[src/rtl/fifo_write_arbiter.sv]
// Round-robin arbiter sharing one FIFO write port among NREQ producers.
// Stages the winning word in a register and holds it while the FIFO is full.
module fifo_write_arbiter #(
  parameter int NREQ = 4,
  parameter int DW   = 32,
  parameter int CW   = 16,
  parameter int IW   = $clog2(NREQ)
) (
  input  logic               Clk,
  input  logic               Rst,
  input  logic [NREQ-1:0]    req_valid,
  input  logic [NREQ*DW-1:0] req_data,
  output logic [NREQ-1:0]    req_ready,
  input  logic               clr_cnt,
  input  logic               fifo_FULL,
  output logic               fifo_WR,
  output logic               fifo_EN,
  output logic [DW-1:0]      fifo_dataIn,
  output logic [IW-1:0]      grant_id,
  output logic [NREQ*CW-1:0] accept_cnt
);

  localparam logic [1:0] S_IDLE  = 2'd0;
  localparam logic [1:0] S_PUSH  = 2'd1;
  localparam logic [1:0] S_STALL = 2'd2;

  logic [1:0]    state_q, state_d;
  logic          wr_q, wr_d;
  logic          en_q, en_d;
  logic [DW-1:0] data_q, data_d;
  logic [IW-1:0] gid_q, gid_d;
  logic [IW-1:0] last_q, last_d;
  logic [CW-1:0] cnt_q [NREQ];
  logic [CW-1:0] cnt_d [NREQ];

  logic          win_found;
  logic [IW-1:0] win_idx;
  logic          can_load;
  logic          hs;

  // Search starts just past the last grant and wraps modulo NREQ.
  always_comb begin
    int idx;
    logic [IW-1:0] idx_w;
    win_found = 1'b0;
    win_idx   = '0;
    idx       = 0;
    idx_w     = '0;
    for (int k = 1; k <= NREQ; k++) begin
      idx   = (int'(last_q) + k) % NREQ;
      idx_w = IW'(idx);
      if (!win_found && req_valid[idx_w]) begin
        win_found = 1'b1;
        win_idx   = idx_w;
      end
    end
  end

  assign can_load = (state_q == S_IDLE) | (wr_q & ~fifo_FULL);
  assign hs       = Rst & can_load & win_found;

  always_comb begin
    req_ready = '0;
    if (hs) begin
      req_ready[win_idx] = 1'b1;
    end
  end

  always_comb begin
    state_d = state_q;
    wr_d    = wr_q;
    data_d  = data_q;
    gid_d   = gid_q;
    last_d  = last_q;
    en_d    = 1'b1;
    if (hs) begin
      state_d = S_PUSH;
      wr_d    = 1'b1;
      data_d  = req_data[int'(win_idx)*DW +: DW];
      gid_d   = win_idx;
      last_d  = win_idx;
    end else if (state_q != S_IDLE) begin
      if (fifo_FULL) begin
        state_d = S_STALL;
      end else begin
        state_d = S_IDLE;
        wr_d    = 1'b0;
      end
    end
  end

  // Clear takes priority so a same-cycle handshake is not counted.
  always_comb begin
    for (int i = 0; i < NREQ; i++) begin
      cnt_d[i] = cnt_q[i];
      if (clr_cnt) begin
        cnt_d[i] = '0;
      end else if (hs && win_idx == IW'(i) && cnt_q[i] != '1) begin
        cnt_d[i] = cnt_q[i] + 1'b1;
      end
    end
  end

  always_ff @(posedge Clk) begin
    if (!Rst) begin
      state_q <= S_IDLE;
      wr_q    <= 1'b0;
      en_q    <= 1'b0;
      data_q  <= '0;
      gid_q   <= '0;
      last_q  <= IW'(NREQ - 1);
      for (int i = 0; i < NREQ; i++) begin
        cnt_q[i] <= '0;
      end
    end else begin
      state_q <= state_d;
      wr_q    <= wr_d;
      en_q    <= en_d;
      data_q  <= data_d;
      gid_q   <= gid_d;
      last_q  <= last_d;
      for (int i = 0; i < NREQ; i++) begin
        cnt_q[i] <= cnt_d[i];
      end
    end
  end

  assign fifo_WR     = wr_q;
  assign fifo_EN     = en_q;
  assign fifo_dataIn = data_q;
  assign grant_id    = gid_q;

  for (genvar g = 0; g < NREQ; g++) begin : g_cnt
    assign accept_cnt[g*CW +: CW] = cnt_q[g];
  end

endmodule

[config.mk]
export PLATFORM = sky130hd
export DESIGN_NAME = fifo_write_arbiter
export DESIGN_NICKNAME = d
export VERILOG_FILES = /design/src/rtl/fifo_write_arbiter.sv
export SDC_FILE = /design/constraint.sdc
export NUM_CORES = 1
export LEC_CHECK = 0
export ABC_AREA = 1
export CAP_MARGIN = 20
export CORE_ASPECT_RATIO = 1.25
export CORE_MARGIN = 4
export CORE_UTILIZATION = 43
export CTS_CLUSTER_SIZE = 8
export DETAILED_ROUTE_END_ITERATION = 10
export PLACE_DENSITY = 0.79
export SLEW_MARGIN = 15
export SYNTH_ARGS = -nofsm -noshare
export SYNTH_HDL_FRONTEND = slang
export SYNTH_SLANG_ARGS = --single-unit
[constraint.sdc]
create_clock -name Clk -period 1.95 [get_ports Clk]
set_clock_uncertainty 0.2 [all_clocks]
set_input_delay 0.39 -clock Clk [delete_from_list [all_inputs] [get_ports Clk]]
set_output_delay 0.39 -clock Clk [all_outputs]
set_load 0.01 [all_outputs]
-- After elaboration in Yosys (flattened, before gate mapping)
Memory sizes are Yosys's and may differ from the RTL's.
Index checks and enable logic that the tools add are counted.
- add/sub/neg operators: 8
- $lt $le $gt $ge: 6
- equality and inequality tests: 8
- shift operators: 1
- muxes and demuxes: 39
- bitwise operators: 10
- reductions and logical operators: 21
- operators by type and width (cell ; count):
    $mux 16 ; 12
    $shiftx 128x8->32 ; 1
    $add 16x1->16 const B ; 4
    $ne 16x16->1 const B ; 4
    $mux 1 ; 16
    $lt 2x3->1 const B ; 5
    $logic_and 1x1->1 ; 12
    $mux 2 ; 5
    $bmux 1 s2 ; 4
    $or 1x1->1 ; 5
    $add 2x1->2 const B ; 2
    $add 2x2->2 const B ; 2
    $eq 2x2->1 const B ; 2
    $logic_not 2->1 ; 2
    $mux 4 ; 1
    $reduce_bool 2->1 ; 2
    $and 1x1->1 ; 3
    $logic_not 1->1 ; 3
    $demux 1 s2 ; 1
    $eq 2x1->1 const B ; 1
    $ge 2x1->1 const B ; 1
    $ne 2x1->1 const B ; 1
    $not 1->1 ; 2
    $reduce_and 2->1 ; 1
    $reduce_or 2->1 ; 1
- register bits after elaboration: 40
- RAM bits: 64
- input port bits: 136
- output and inout bits: 104
- word-level logic and storage cells: 101
- memories: 1
- memories (name ; depth ; bits a word ; rd ports ; clocked after Yosys merged registers in ; write ports ; line ; source):
    cnt_q ; 4 ; 16 ; 4 ; 0 ; 4 ; 33 ; logic [CW-1:0] cnt_q [NREQ];

-- Depth between registers and ports, before layout
Gate-level depths: netlist (run 1).
- depth after elaboration: 19
- depth in mapped cells: 15

-- Worst setup path after synthesis (run 1)
OpenSTA, ideal clock, no wires.
- kind: register to register
- from: memory cnt_q[1][0] (netlist: cnt_q[0][16])
- to: memory cnt_q[1][4] (netlist: cnt_q[0][20])
- arrival: 1873 ps
- path slack: -196 ps
- cell stages (with the launch flop): 11
- buffers on the path: 1
- clock period less this slack: 2146 ps
- cells stage by stage: dfxtp_1 -> ha_1 -> inv_1 -> nor3_1 -> nand2_1 -> nor2_1 -> nand4_1 -> nand3_4 -> buf_4 -> nand2_1 -> a21oi_1
- RTL lines (what ; line):
    from (decl) ; 33

-- Final worst setup path (run 1)
- from: register last_q[0]
- to: output req_ready[3]
- longest elaborated chain between the ends: 18
- elaborated cells on any way between the ends: 33
- classes of those cells: add/sub (4); order compare (2); mux (19); bitwise (1); reduce/logical (7)
- ends and longest elaborated chain (what ; line ; source):
    from (decl) ; 32 ; logic [IW-1:0] last_q, last_d;
    from (signal assigned) ; 111 ; last_q <= IW'(NREQ - 1);
    from (signal assigned) ; 121 ; last_q <= last_d;
    $add 2x1->2 ; 50 ; idx = (int'(last_q) + k) % NREQ;
    $bmux 1 s2 ; 52 ; if (!win_found && req_valid[idx_w]) begin
    $mux 1 (not written as such) ; 52 ;
    $mux 1 ; 52 ;
    $logic_not 1->1 ; 52 ;
    $logic_and 1x1->1 ; 52 ;
    $mux 1 ; 52 ;
    $logic_not 1->1 ; 52 ;
    [2 not listed] ; n/a ;
    $logic_not 1->1 ; 52 ;
    $logic_and 1x1->1 ; 52 ;
    $mux 2 ; 52 ;
    $lt 2x3->1 (not written as such) or $ge 2x1->1 (tied branches) ; 65 ; req_ready[win_idx] = 1'b1;
    $logic_and 1x1->1 (not written as such) ; 65 ;
    $mux 1 (not written as such) ; 65 ;
    $demux 1 s2 ; 65 ;
    $mux 4 (*) ; 64 ; if (hs) begin
    to (decl) ; 13 ; output logic [NREQ-1:0] req_ready,
Every way passes the cells marked *; elsewhere a longest branch is shown, timed or not. The select of a mux whose other input is x is not followed.

==> reports/metrics.cfg, run 1 <==
[global_routing]
grt_pass1_wl_mm=39.76
track_usage_pct=25.94
grt_max_degree=69
first_global_vias=7975
grt-ovfl-total=0
antenna_found_initial=0

[placement]
hpwlAfterDp_mm=17.42
io_buffer_count=239
gp_congestion=0.9211
placed_area_sq_um=10200

[synth]
ys_seq_area_share_pct=28.69
syn-num-nets=1271
netlist-cell-type-count=40
syn_area_per_cell_sq_um=6.416
synth-main-ff-cell=dfxtp_1
synthTopCellsByArea=dfxtp_1 (29%), nand3_1 (14%), nand2_1 (12%)
yosys_warnings=0
netlist_area_sq_um=7257
yosysTopAreaCellShare_pct=28.69
yosysTopAreaCell=dfxtp_1
syn_inst=1131
yosysMostFrequentCell=nand2_1
synth-edff-count=0
synthTopCellsByCount=nand2_1 (224), nand3_1 (202), inv_1 (180)
synth_seq_cells=104
synth-async-reset-ratio_pct=0

[sta]
rsz0062_at_grt=yes
setup_slack_ns=-0.4929
drv_slew=0
worst_slew_pin_slew_ns=0.5144
period_needed_ns=2.443
hold_viol_final=0
fin_setup_tns_ns=-33.06
clock.fmax_mhz=409.3
setup_viol_count_final=104
fin_crit_sh_pct=125.3
slew_headroom_pct=65.71

[critical_path]
path_cells=inv_6, nand2_1, nand3_2, nand2_4, buf_6, nand4_4, nand2_8, nand2_4, nor2_8, buf_6
r2r-end=fifo_dataIn[7]$_SDFFE_PN0P_
cp-start-kind=flip-flop
path_class=flip-flop to output port
required_ns=1.36
endpoint_kind=output port
ff2ff_setup_slack_ns=-0.45
worst_path_max_delay_cell=dfxtp_4
reg2reg_from=last_q[0]$_SDFFE_PN1P_
critPathMaxFanout=8
cp_slowest_stage_delay_ns=0.43
crit_end=req_ready[3]
cp-startpoint=last_q[0]$_SDFFE_PN1P_
crit_arrival_ns=1.85
rr_worst_depth=16

[routing]
drc_errors=0
routedWlPerCell_um=15.89
routed_wirelength_mm=26.28
antenna_left=0
vias=8482
initialDrtViolationCount=519
vias_per_cell=5.128
first_pass_iters=5

[flow_run]
cap_violations=0

[final_layout]
area.growth.synth_to_final_pct=57.28
num-fill-cells=1387
layout-drive-gt1-share_pct=16.76
design_area_sq_um=11410
num_antenna_cells=0
nNetsFinal=1573

[clock_tree]
cts-root-buf=clkbuf_16
cts_tree=built
cts.clk_slew.worst_paths_ns=0.07
cts_buffers=9
cts_buffer_depth=2
cts_sinks=104
clock_latency_ns=0.35
htree_num_levels=3
holdBufCountCts=0

[die]
initial_utilization_pct=44.26
die_x_um=124.2
core_sq_um=16400
ios=240
row_count=52
fp.dieH_um=153.2
die_area_sq_um=19030

[power]
seqPwrFrac_pct=18.6
worst_ir_drop_vdd_uv=864.5
p_int_mw=8.077
power_mw=14.06
comb_power_share_pct=69.0
p_clk_share_pct=12.4
power_leakage_nw=5.257
power_switching_mw=5.980
power.density_nw_per_um2=1232
switching_share_pct=42.54

[run_status]
status=finished, violations left
violations=negative setup slack

[worst_hold_path]
hp-class=flip-flop to flip-flop

final cells by class:
type                       instances  area [sq um]  share of cell area, %
inverter                         185         709.4                  6.216
timing repair buffer             348          3662                  32.09
clock inverter                     4         30.03                 0.2631
clock buffer                      12         246.5                  2.160
sequential                       104          2117                  18.55
multi-input combinational        785          4378                  38.36
tap                              216         270.3                  2.368
power groups by stage:
| stage | clock (mW) | sequential [mW] | combinational (mW) |
|---|---|---|---|
| floorplan | 0 | 2.74 | 4.49 |
| global placement | 0 | 2.63 | 6.34 |
| detailed placement | 0 | 2.64 | 6.39 |
| CTS | 1.79 | 2.61 | 8.90 |
| global route | 1.87 | 2.64 | 10.4 |
| finish | 1.75 | 2.61 | 9.70 |
worst min-delay path by stage:
| stage | startpoint | endpoint | slack [ns] | cells past startpoint |
|---|---|---|---|---|
| after floorplan | Rst | fifo_EN$_DFF_P_ | 0.22 | 0 |
| final | cnt_q[0][14]$_SDFFE_PP0P_ | cnt_q[0][14]$_SDFFE_PP0P_ | 0.28 | 2 |
| after global placement | cnt_q[0][14]$_SDFFE_PP0P_ | cnt_q[0][14]$_SDFFE_PP0P_ | 0.27 | 2 |
| after detailed placement | cnt_q[0][14]$_SDFFE_PP0P_ | cnt_q[0][14]$_SDFFE_PP0P_ | 0.28 | 2 |
| after global routing | cnt_q[0][14]$_SDFFE_PP0P_ | cnt_q[0][14]$_SDFFE_PP0P_ | 0.30 | 2 |
| after CTS | cnt_q[0][14]$_SDFFE_PP0P_ | cnt_q[0][14]$_SDFFE_PP0P_ | 0.29 | 2 |
metrics by stage:
stage                     hold slack, ns  instances  utilization (%)  setup WS [ns]
final                             0.2825       1654            69.61        -0.4929
after global routing              0.3019       1654            69.61        -0.5963
after CTS                         0.2864       1637            67.36        -0.5120
after detailed placement          0.2756       1601            62.24         -1.024
after global placement            0.2732       1601            62.24         -1.002
after floorplan                   0.2177       1131                -        -0.1199
cells by family (layout without fill, tap and decap cells):
| group | Yosys count | in the layout | share of synthesized area [%] |
|---|---|---|---|
| simple gates | 654 | 656 | 43.97 |
| buf+inv | 244 | 549 | 14.79 |
| flops | 104 | 104 | 28.69 |
| compound gates | 72 | 72 | 5.466 |
| xor+xnor | 53 | 53 | 6.397 |
| fa+ha+maj | 4 | 4 | 0.6897 |
timing repair:
action | CTS | global route
setup endpoints to repair | 135 | 123
cloned | 9 | 3
pin swaps | 17 | 32
endpoints found under the hold margin | 0 | 0
setup buffers | 12 | 14
gates resized for setup | 115 | 60
worst max-delay path: cells and delay by family, from the launching register on:
family | cells | cell delay [ns]
flops | 1 | 0.43
buf+inv | 3 | 0.29
simple gates | 7 | 0.77
state kept, by name (all words and copies together) (netlist names):
signal       flops
last_q           2
state_q          2
cnt_q           64
fifo_WR          1
fifo_EN          1
fifo_dataIn     32
grant_id         2
layer usage:
layer | global-route usage, % | vias to the layer above | part of all wire [%]
met3 | 6.506 | 52 | 8.7
met1 | 29.65 | 3906 | 39
li1 | - | 4217 | -
met4 | 10.91 | 0 | 3.1
met2 | 45.18 | 307 | 49
met5 | 0 | - | 0
cell usage in the layout (no fill, tap or decap), types with 16 or more instances in the layout:
master / instances
nor2_1: 104
nor3_1: 23
dfxtp_1: 82
dfxtp_2: 19
dlygate4sd2_1: 28
inv_1: 178
buf_4: 71
nand2_1: 212
a21oi_2: 20
nand3_2: 16
clkdlybuf4s50_1: 195
xor2_1: 33
nand3b_1: 34
a21oi_1: 41
xnor2_1: 20
nand4_1: 26
nand3_1: 195
Note: power is estimated with default switching activity, not from simulation.
==> inputs of run 2 (changes only) <==
--- a/config.mk
+++ b/config.mk
@@ -6,9 +6,8 @@
 export NUM_CORES = 1
 export LEC_CHECK = 0
 export ABC_AREA = 1
-export CAP_MARGIN = 20
 export CORE_ASPECT_RATIO = 1.25
-export CORE_MARGIN = 4
+export CORE_MARGIN = 2
 export CORE_UTILIZATION = 43
 export CTS_CLUSTER_SIZE = 8
 export DETAILED_ROUTE_END_ITERATION = 10
==> constraint.sdc (replaced) <==
create_clock -name Clk -period 2.1 [get_ports Clk]
set_clock_uncertainty 0.2 [all_clocks]
set_input_delay 0.42 -clock Clk [delete_from_list [all_inputs] [get_ports Clk]]
set_output_delay 0.42 -clock Clk [all_outputs]
set_load 0.01 [all_outputs]
==> run 2 against run 1 <==
The run still ends with negative setup slack left. Total power decreased by 13%. Non-clock buffer count is 24 lower. Clock-buffer cell count fell by 1. Flip-flop and latch count unchanged. Global-route usage is 0.58 points lower. First-iteration DRC count up 36%. Sequential power decreased by 8.0%. Final area down 2.1%. Sequential share of layout area increased by 0.13 points. Utilization down 2.5 points. Critical path depth grew 1. Largest power group unchanged.
==> reports/metrics.cfg, run 2 (synthesis results as in run 1) <==
[clock_tree]
cts_buffers=9  ; unchanged
cts-root-buf=clkbuf_16  ; unchanged
clock_latency_ns=0.35  ; about the same
htree_num_levels=3  ; unchanged
cts_sinks=104  ; unchanged
holdBufCountCts=0  ; unchanged
cts_tree=built  ; unchanged
cts.clk_slew.worst_paths_ns=0.07  ; about the same
cts_buffer_depth=2  ; unchanged

[final_layout]
largest-register=cnt_q  ; unchanged
finish.utilization_pct=67.14  ; was 69.61%
layout_commonest_cell=clkdlybuf4s50_1  ; was nand2_1
layout_common_cells=clkdlybuf4s50_1 (231), nand2_1 (212), nand3_1 (199)  ; was nand2_1 (212), nand3_1 (195), clkdlybuf4s50_1 (195)
nNetsFinal=1552  ; was 1573
instances_no_fill=1637  ; was 1654
area.growth.synth_to_final_pct=53.98  ; was 57.28%
design_area_sq_um=11170  ; was 11410 sq um
largest_reg_flops=64  ; unchanged
num-fill-cells=1416  ; was 1387
layout-drive-gt1-share_pct=12.85  ; was 16.76%

[sta]
drv_slew=0  ; unchanged
fin_crit_sh_pct=118.7
hold_viol_final=0  ; unchanged
setup_viol_count_final=102  ; was 104
worst_slew_pin_slew_ns=0.4464  ; was 0.5144 ns
fin_setup_tns_ns=-18.36  ; was -33.06 ns
hold_ws_ns=0.2895  ; was 0.2825 ns
rsz0062_at_grt=yes  ; unchanged
clock.fmax_mhz=401.2
setup_slack_ns=-0.3925  ; was -0.4929 ns
period_needed_ns=2.492
slew_headroom_pct=70.24  ; was 65.71%

[die]
die_area_sq_um=17940  ; was 19030 sq um
die_x_um=120.2  ; was 124.2 um
fp.dieH_um=149.2  ; was 153.2 um
ios=240  ; unchanged
row_count=53  ; was 52
initial_utilization_pct=43.60  ; was 44.26%
core_sq_um=16640  ; was 16400 sq um

[critical_path]
r2r-end=cnt_q[0][30]$_SDFFE_PP0P_  ; was fifo_dataIn[7]$_SDFFE_PN0P_
rr_worst_depth=12  ; was 16
endpoint_kind=output port  ; unchanged
ff2ff_setup_slack_ns=-0.28  ; was -0.45 ns
reg2reg_from=last_q[0]$_SDFFE_PN1P_  ; unchanged
crit_arrival_ns=1.87  ; was 1.85 ns
path_class=flip-flop to output port  ; unchanged
required_ns=1.48  ; was 1.36 ns
cp-start-kind=flip-flop  ; unchanged
critPathMaxFanout=6  ; was 8

[run_status]
violations=negative setup slack  ; unchanged
status=finished, violations left  ; unchanged

[routing]
antenna_left=0  ; unchanged
routed_wirelength_mm=25.21  ; was 26.28 mm
routedWlPerCell_um=15.40  ; was 15.89 um
vias_per_cell=5.157  ; was 5.128
drc_errors=0  ; unchanged
first_pass_iters=5  ; unchanged
initialDrtViolationCount=706  ; was 519
vias=8442  ; was 8482

[flow_run]
cap_violations=0  ; unchanged

[power]
power_leakage_nw=4.772  ; was 5.257 nW
seqPwrFrac_pct=19.7  ; was 18.6%
power_switching_mw=5.238  ; was 5.980 mW
power_mw=12.18  ; was 14.06 mW
power.density_nw_per_um2=1090  ; was 1232 nW/um^2
p_clk_share_pct=14.6  ; was 12.4%
worst_ir_drop_vdd_uv=774.5  ; was 864.5 uV
switching_share_pct=43.02  ; was 42.54%
comb_power_share_pct=65.6  ; was 69.0%
p_int_mw=6.937  ; was 8.077 mW

[global_routing]
antenna_found_initial=1  ; was 0
grt_pass1_wl_mm=36.96  ; was 39.76 mm
grt_max_degree=69  ; unchanged
grt-ovfl-total=0  ; unchanged
first_global_vias=7632  ; was 7975
track_usage_pct=25.36  ; was 25.94%

[worst_hold_path]
min_to=cnt_q[0][45]$_SDFFE_PP0P_  ; was cnt_q[0][14]$_SDFFE_PP0P_
hold_depth=2  ; unchanged
hp-class=flip-flop to flip-flop  ; unchanged
min_from=cnt_q[0][45]$_SDFFE_PP0P_  ; was cnt_q[0][14]$_SDFFE_PP0P_

[placement]
dp_slack_ns=-0.9664  ; was -1.024 ns
gp_congestion=0.9201  ; was 0.9211
placed_area_sq_um=10020  ; was 10200 sq um
hpwlAfterDp_mm=16.36  ; was 17.42 mm
place_inst=1585  ; was 1601
io_buffer_count=239  ; unchanged

## run 2: cell count changes in the layout (fill, tap and decap cells not counted), moves of 5 or more
cell | before | now
a21oi_1 | 41 | 49
a21oi_2 | 20 | 12
buf_4 | 71 | 53
clkbuf_16 | 10 | 15
clkdlybuf4s50_1 | 195 | 231
dfxtp_1 | 82 | 102
dfxtp_2 | 19 | 1
dlygate4sd2_1 | 28 | 4
dlymetal6s2s_1 | 12 | 0
## run 2: worst max-delay path: stages (launching register included)
cell and delay, ns:
dfxtp_4 0.42, buf_6 0.14, nand2_4 0.05, nand2_4 0.10, nor2_4 0.06, buf_4 0.13, nand3_2 0.08, nand2_4 0.07
inv_6 0.08, nand3_4 0.12, nor2_4 0.15, buf_6 0.12
## run 2: power groups by stage
stage          clock [mW]  sequential, mW  combinational (mW)
2_1_floorplan           0            2.54                4.09
3_3_place_gp            0            2.43                5.73
3_5_place_dp            0            2.43                5.83
4_1_cts              1.83            2.39                6.70
5_1_grt              1.90            2.43                8.62
6_report             1.78            2.40                7.99
## run 2: worst max path at each step
stage	start	endpoint	slack (ns)	cells after the start
floorplan	last_q[0]$_SDFFE_PN1P_	req_ready[2]	-0.0009	11
global placement	req_valid[3]	req_ready[1]	-0.92	10
detailed placement	req_valid[3]	req_ready[1]	-0.97	10
CTS	last_q[0]$_SDFFE_PN1P_	req_ready[2]	-0.40	11
global route	last_q[0]$_SDFFE_PN1P_	req_ready[2]	-0.47	9
finish	last_q[0]$_SDFFE_PN1P_	req_ready[2]	-0.39	11
## run 2: per-layer routing
layer  up-vias  share of wire [%]  wire [um]  GRT usage [%]
li1       4168                  -          -              -
met1      3884                 39       9786          28.92
met2       338                 51      12740          45.71
met3        52                8.3       2102          6.346
met4         0                2.3        578          8.824
met5         -                  0          0              0
## run 2: area by class of cell
type                    instances  area [sq um]  share of cell area (%)
flip-flops and latches        104          2087                   18.68
multi-input cells             788          4378                   39.18
clock inverters                 4         70.07                  0.6270
diodes                          1         2.502                 0.02239
well taps                     220         275.3                   2.463
inverters                     185         709.4                   6.349
repair buffers                324          3420                   30.60
clock buffers                  11         232.7                   2.083
## run 2: repair_timing
item,CTS,global route
buffers inserted,4,17
gates cloned,5,11
gates resized for setup,52,67
pin swaps,21,32
endpoints found under the setup margin,105,102
==> inputs of run 3 (changes only) <==
--- a/config.mk
+++ b/config.mk
@@ -11,8 +11,9 @@
 export CORE_UTILIZATION = 43
 export CTS_CLUSTER_SIZE = 8
 export DETAILED_ROUTE_END_ITERATION = 10
+export GPL_TIMING_DRIVEN = 0
 export PLACE_DENSITY = 0.79
-export SLEW_MARGIN = 15
+export SLEW_MARGIN = 20
 export SYNTH_ARGS = -nofsm -noshare
 export SYNTH_HDL_FRONTEND = slang
 export SYNTH_SLANG_ARGS = --single-unit
==> run 3 against run 2 <==
Utilization grew 5.5 points. Final area grew 8.2%. Non-clock buffer count grew 38. Register-to-register slack gained 0.03 ns. The run still ends with negative setup slack left. Via count grew 3.8%. Final cell count grew 2.1%. Wire length grew 9.9%. Hold slack lost 0.038 ns. Maximum frequency shrank 4.8%. Global-route usage grew 3.4 points. Highest routed layer unchanged.
==> reports/metrics.cfg, run 3 (synthesis results as in run 1) <==
[placement]
gp_congestion=0.9454  ; was 0.9201
dp_slack_ns=-1.315  ; was -0.9664 ns
hpwlAfterDp_mm=18.82  ; was 16.36 mm
place_inst=1590  ; was 1585
io_buffer_count=239  ; unchanged

[final_layout]
largest_reg_flops=64  ; unchanged
instances_no_fill=1672  ; was 1637
nNetsFinal=1585  ; was 1552
largest-register=cnt_q  ; unchanged
num-fill-cells=1317  ; was 1416
layout_commonest_cell=clkdlybuf4s50_1  ; unchanged
layout-drive-gt1-share_pct=24.28  ; was 12.85%
area.growth.synth_to_final_pct=66.59  ; was 53.98%
layout_common_cells=clkdlybuf4s50_1 (229), inv_1 (179), nand2_1 (177)  ; was clkdlybuf4s50_1 (231), nand2_1 (212), nand3_1 (199)

[die]
die_area_sq_um=17940  ; unchanged
ios=240  ; unchanged
die_x_um=120.2  ; unchanged
row_count=53  ; unchanged
core_sq_um=16640  ; unchanged
initial_utilization_pct=43.60  ; unchanged
fp.dieH_um=149.2  ; unchanged

[power]
power_leakage_nw=5.053  ; was 4.772 nW
power.density_nw_per_um2=1187  ; was 1090 nW/um^2
worst_ir_drop_vdd_uv=674.3  ; was 774.5 uV

[worst_hold_path]
hp-class=primary input to flip-flop  ; was flip-flop to flip-flop

[routing]
routedWlPerCell_um=16.57  ; was 15.40 um
routed_wirelength_mm=27.71  ; was 25.21 mm
vias_per_cell=5.242  ; was 5.157
vias=8764  ; was 8442
drc_errors=0  ; unchanged
initialDrtViolationCount=589  ; was 706
antenna_left=0  ; unchanged
first_pass_iters=5  ; unchanged

[run_status]
status=finished, violations left  ; unchanged
violations=negative setup slack  ; unchanged

[critical_path]
crit_arrival_ns=2.00  ; was 1.87 ns
path_cells=buf_8, nand2_2, nand2_2, nand2_2, nand2_4, nor2_4, nand2_2, nand2_4, nand3_4, nor2_4, buf_6, buf_12, buf_6  ; was buf_6, nand2_4, nand2_4, nor2_4, buf_4, nand3_2, nand2_4, inv_6, nand3_4, nor2_4, buf_6
crit_top_cell=nand2_2  ; was nand2_4
worst_path_max_delay_cell=dfxtp_4  ; unchanged
cp-start-kind=flip-flop  ; unchanged
endpoint_kind=output port  ; unchanged
ff2ff_setup_slack_ns=-0.25  ; was -0.28 ns
critPathMaxFanout=8  ; was 6
required_ns=1.48  ; about the same
path_class=flip-flop to output port  ; unchanged
cp_slowest_stage_delay_ns=0.38  ; was 0.42 ns

[sta]
hold_viol_final=0  ; unchanged
fin_crit_sh_pct=124.6  ; was 118.7%
slew_headroom_pct=50.47  ; was 70.24%
rsz0062_at_grt=yes  ; unchanged
setup_slack_ns=-0.5176  ; was -0.3925 ns
hold_ws_ns=0.2513  ; was 0.2895 ns
clock.fmax_mhz=382.0  ; was 401.2 MHz
worst_slew_pin_slew_ns=0.7430  ; was 0.4464 ns
setup_viol_count_final=97  ; was 102
drv_slew=0  ; unchanged
period_needed_ns=2.618  ; was 2.492 ns

[clock_tree]
clock_latency_ns=0.35  ; about the same
cts_buffers=9  ; unchanged
cts_buffer_depth=2  ; unchanged
cts.clk_slew.worst_paths_ns=0.08  ; was 0.07 ns
cts_sinks=104  ; unchanged
htree_num_levels=3  ; unchanged
cts_tree=built  ; unchanged
cts-root-buf=clkbuf_16  ; unchanged

[global_routing]
antenna_found_initial=2  ; was 1
grt_max_degree=19  ; was 69
grt_pass1_wl_mm=41.58  ; was 36.96 mm
first_global_vias=8296  ; was 7632
grt-ovfl-total=0  ; unchanged
track_usage_pct=28.78  ; was 25.36%

[flow_run]
cap_violations=0  ; unchanged

[run 3: layout make-up]
cell class | count | area (sq um) | share of cell area [%]
multi-input combinational | 783 | 4935 | 40.82
timing repair buffer | 304 | 3153 | 26.08
clock inverter | 6 | 97.59 | 0.8073
antenna | 2 | 5.005 | 0.04140
sequential | 104 | 2095 | 17.33
clock buffer | 10 | 239.0 | 1.977
buffer | 58 | 575.6 | 4.761
tap | 220 | 275.3 | 2.277
inverter | 185 | 714.4 | 5.910
[run 3: where the power goes]
group          total (mW)  internal, mW  switching (mW)
combinational        10.0          4.75            5.27
clock                1.91          1.10           0.816
sequential           2.43          2.25           0.182
[run 3: metrics by stage]
stage / TNS [ns] / cell area [sq um] / power, mW / utilization [%]
global route: -26.94 / 12080 / 15.11 / 72.60
detailed placement: -71.65 / 9932 / 8.703 / 59.67
finish: -14.81 / 12090 / 14.36 / 72.63
global placement: -69.94 / 9932 / 8.621 / 59.67
CTS: -22.05 / 11550 / 13.40 / 69.41
floorplan: -0.0008674 / 7264 / 6.635 / -
[run 3: what timing repair did]
item	in CTS	in global routing
setup endpoints to repair	104	105
pin swaps	88	45
setup buffers	50	14
cloned	6	3
resized for setup	239	128
hold buffers	0	0
[run 3: per-layer routing]
metal / global-route usage [%] / part of all wire, % / up-vias
met3: 7.072 / 8.0 / 71
met1: 31.96 / 37 / 4102
met2: 52.22 / 51 / 364
met4: 11.65 / 3.4 / 0
li1: - / - / 4227
met5: 0 / 0 / -
[run 3: worst paths after layout]
path,start,endpoint,cells past startpoint
setup reg to reg,last_q[0]$_SDFFE_PN1P_,cnt_q[0][16]$_SDFFE_PP0P_,14
hold reg to reg,cnt_q[0][14]$_SDFFE_PP0P_,cnt_q[0][14]$_SDFFE_PP0P_,2
setup / recovery,last_q[0]$_SDFFE_PN1P_,req_ready[2],13
hold / removal,Rst,fifo_EN$_DFF_P_,1
[run 3: worst max-delay path, delay by kind of cell, from the launching register on]
family                 cells  cell delay, ns
AND/OR/NAND/NOR            9            0.81
flip-flops                 1            0.38
buffers and inverters      4            0.46
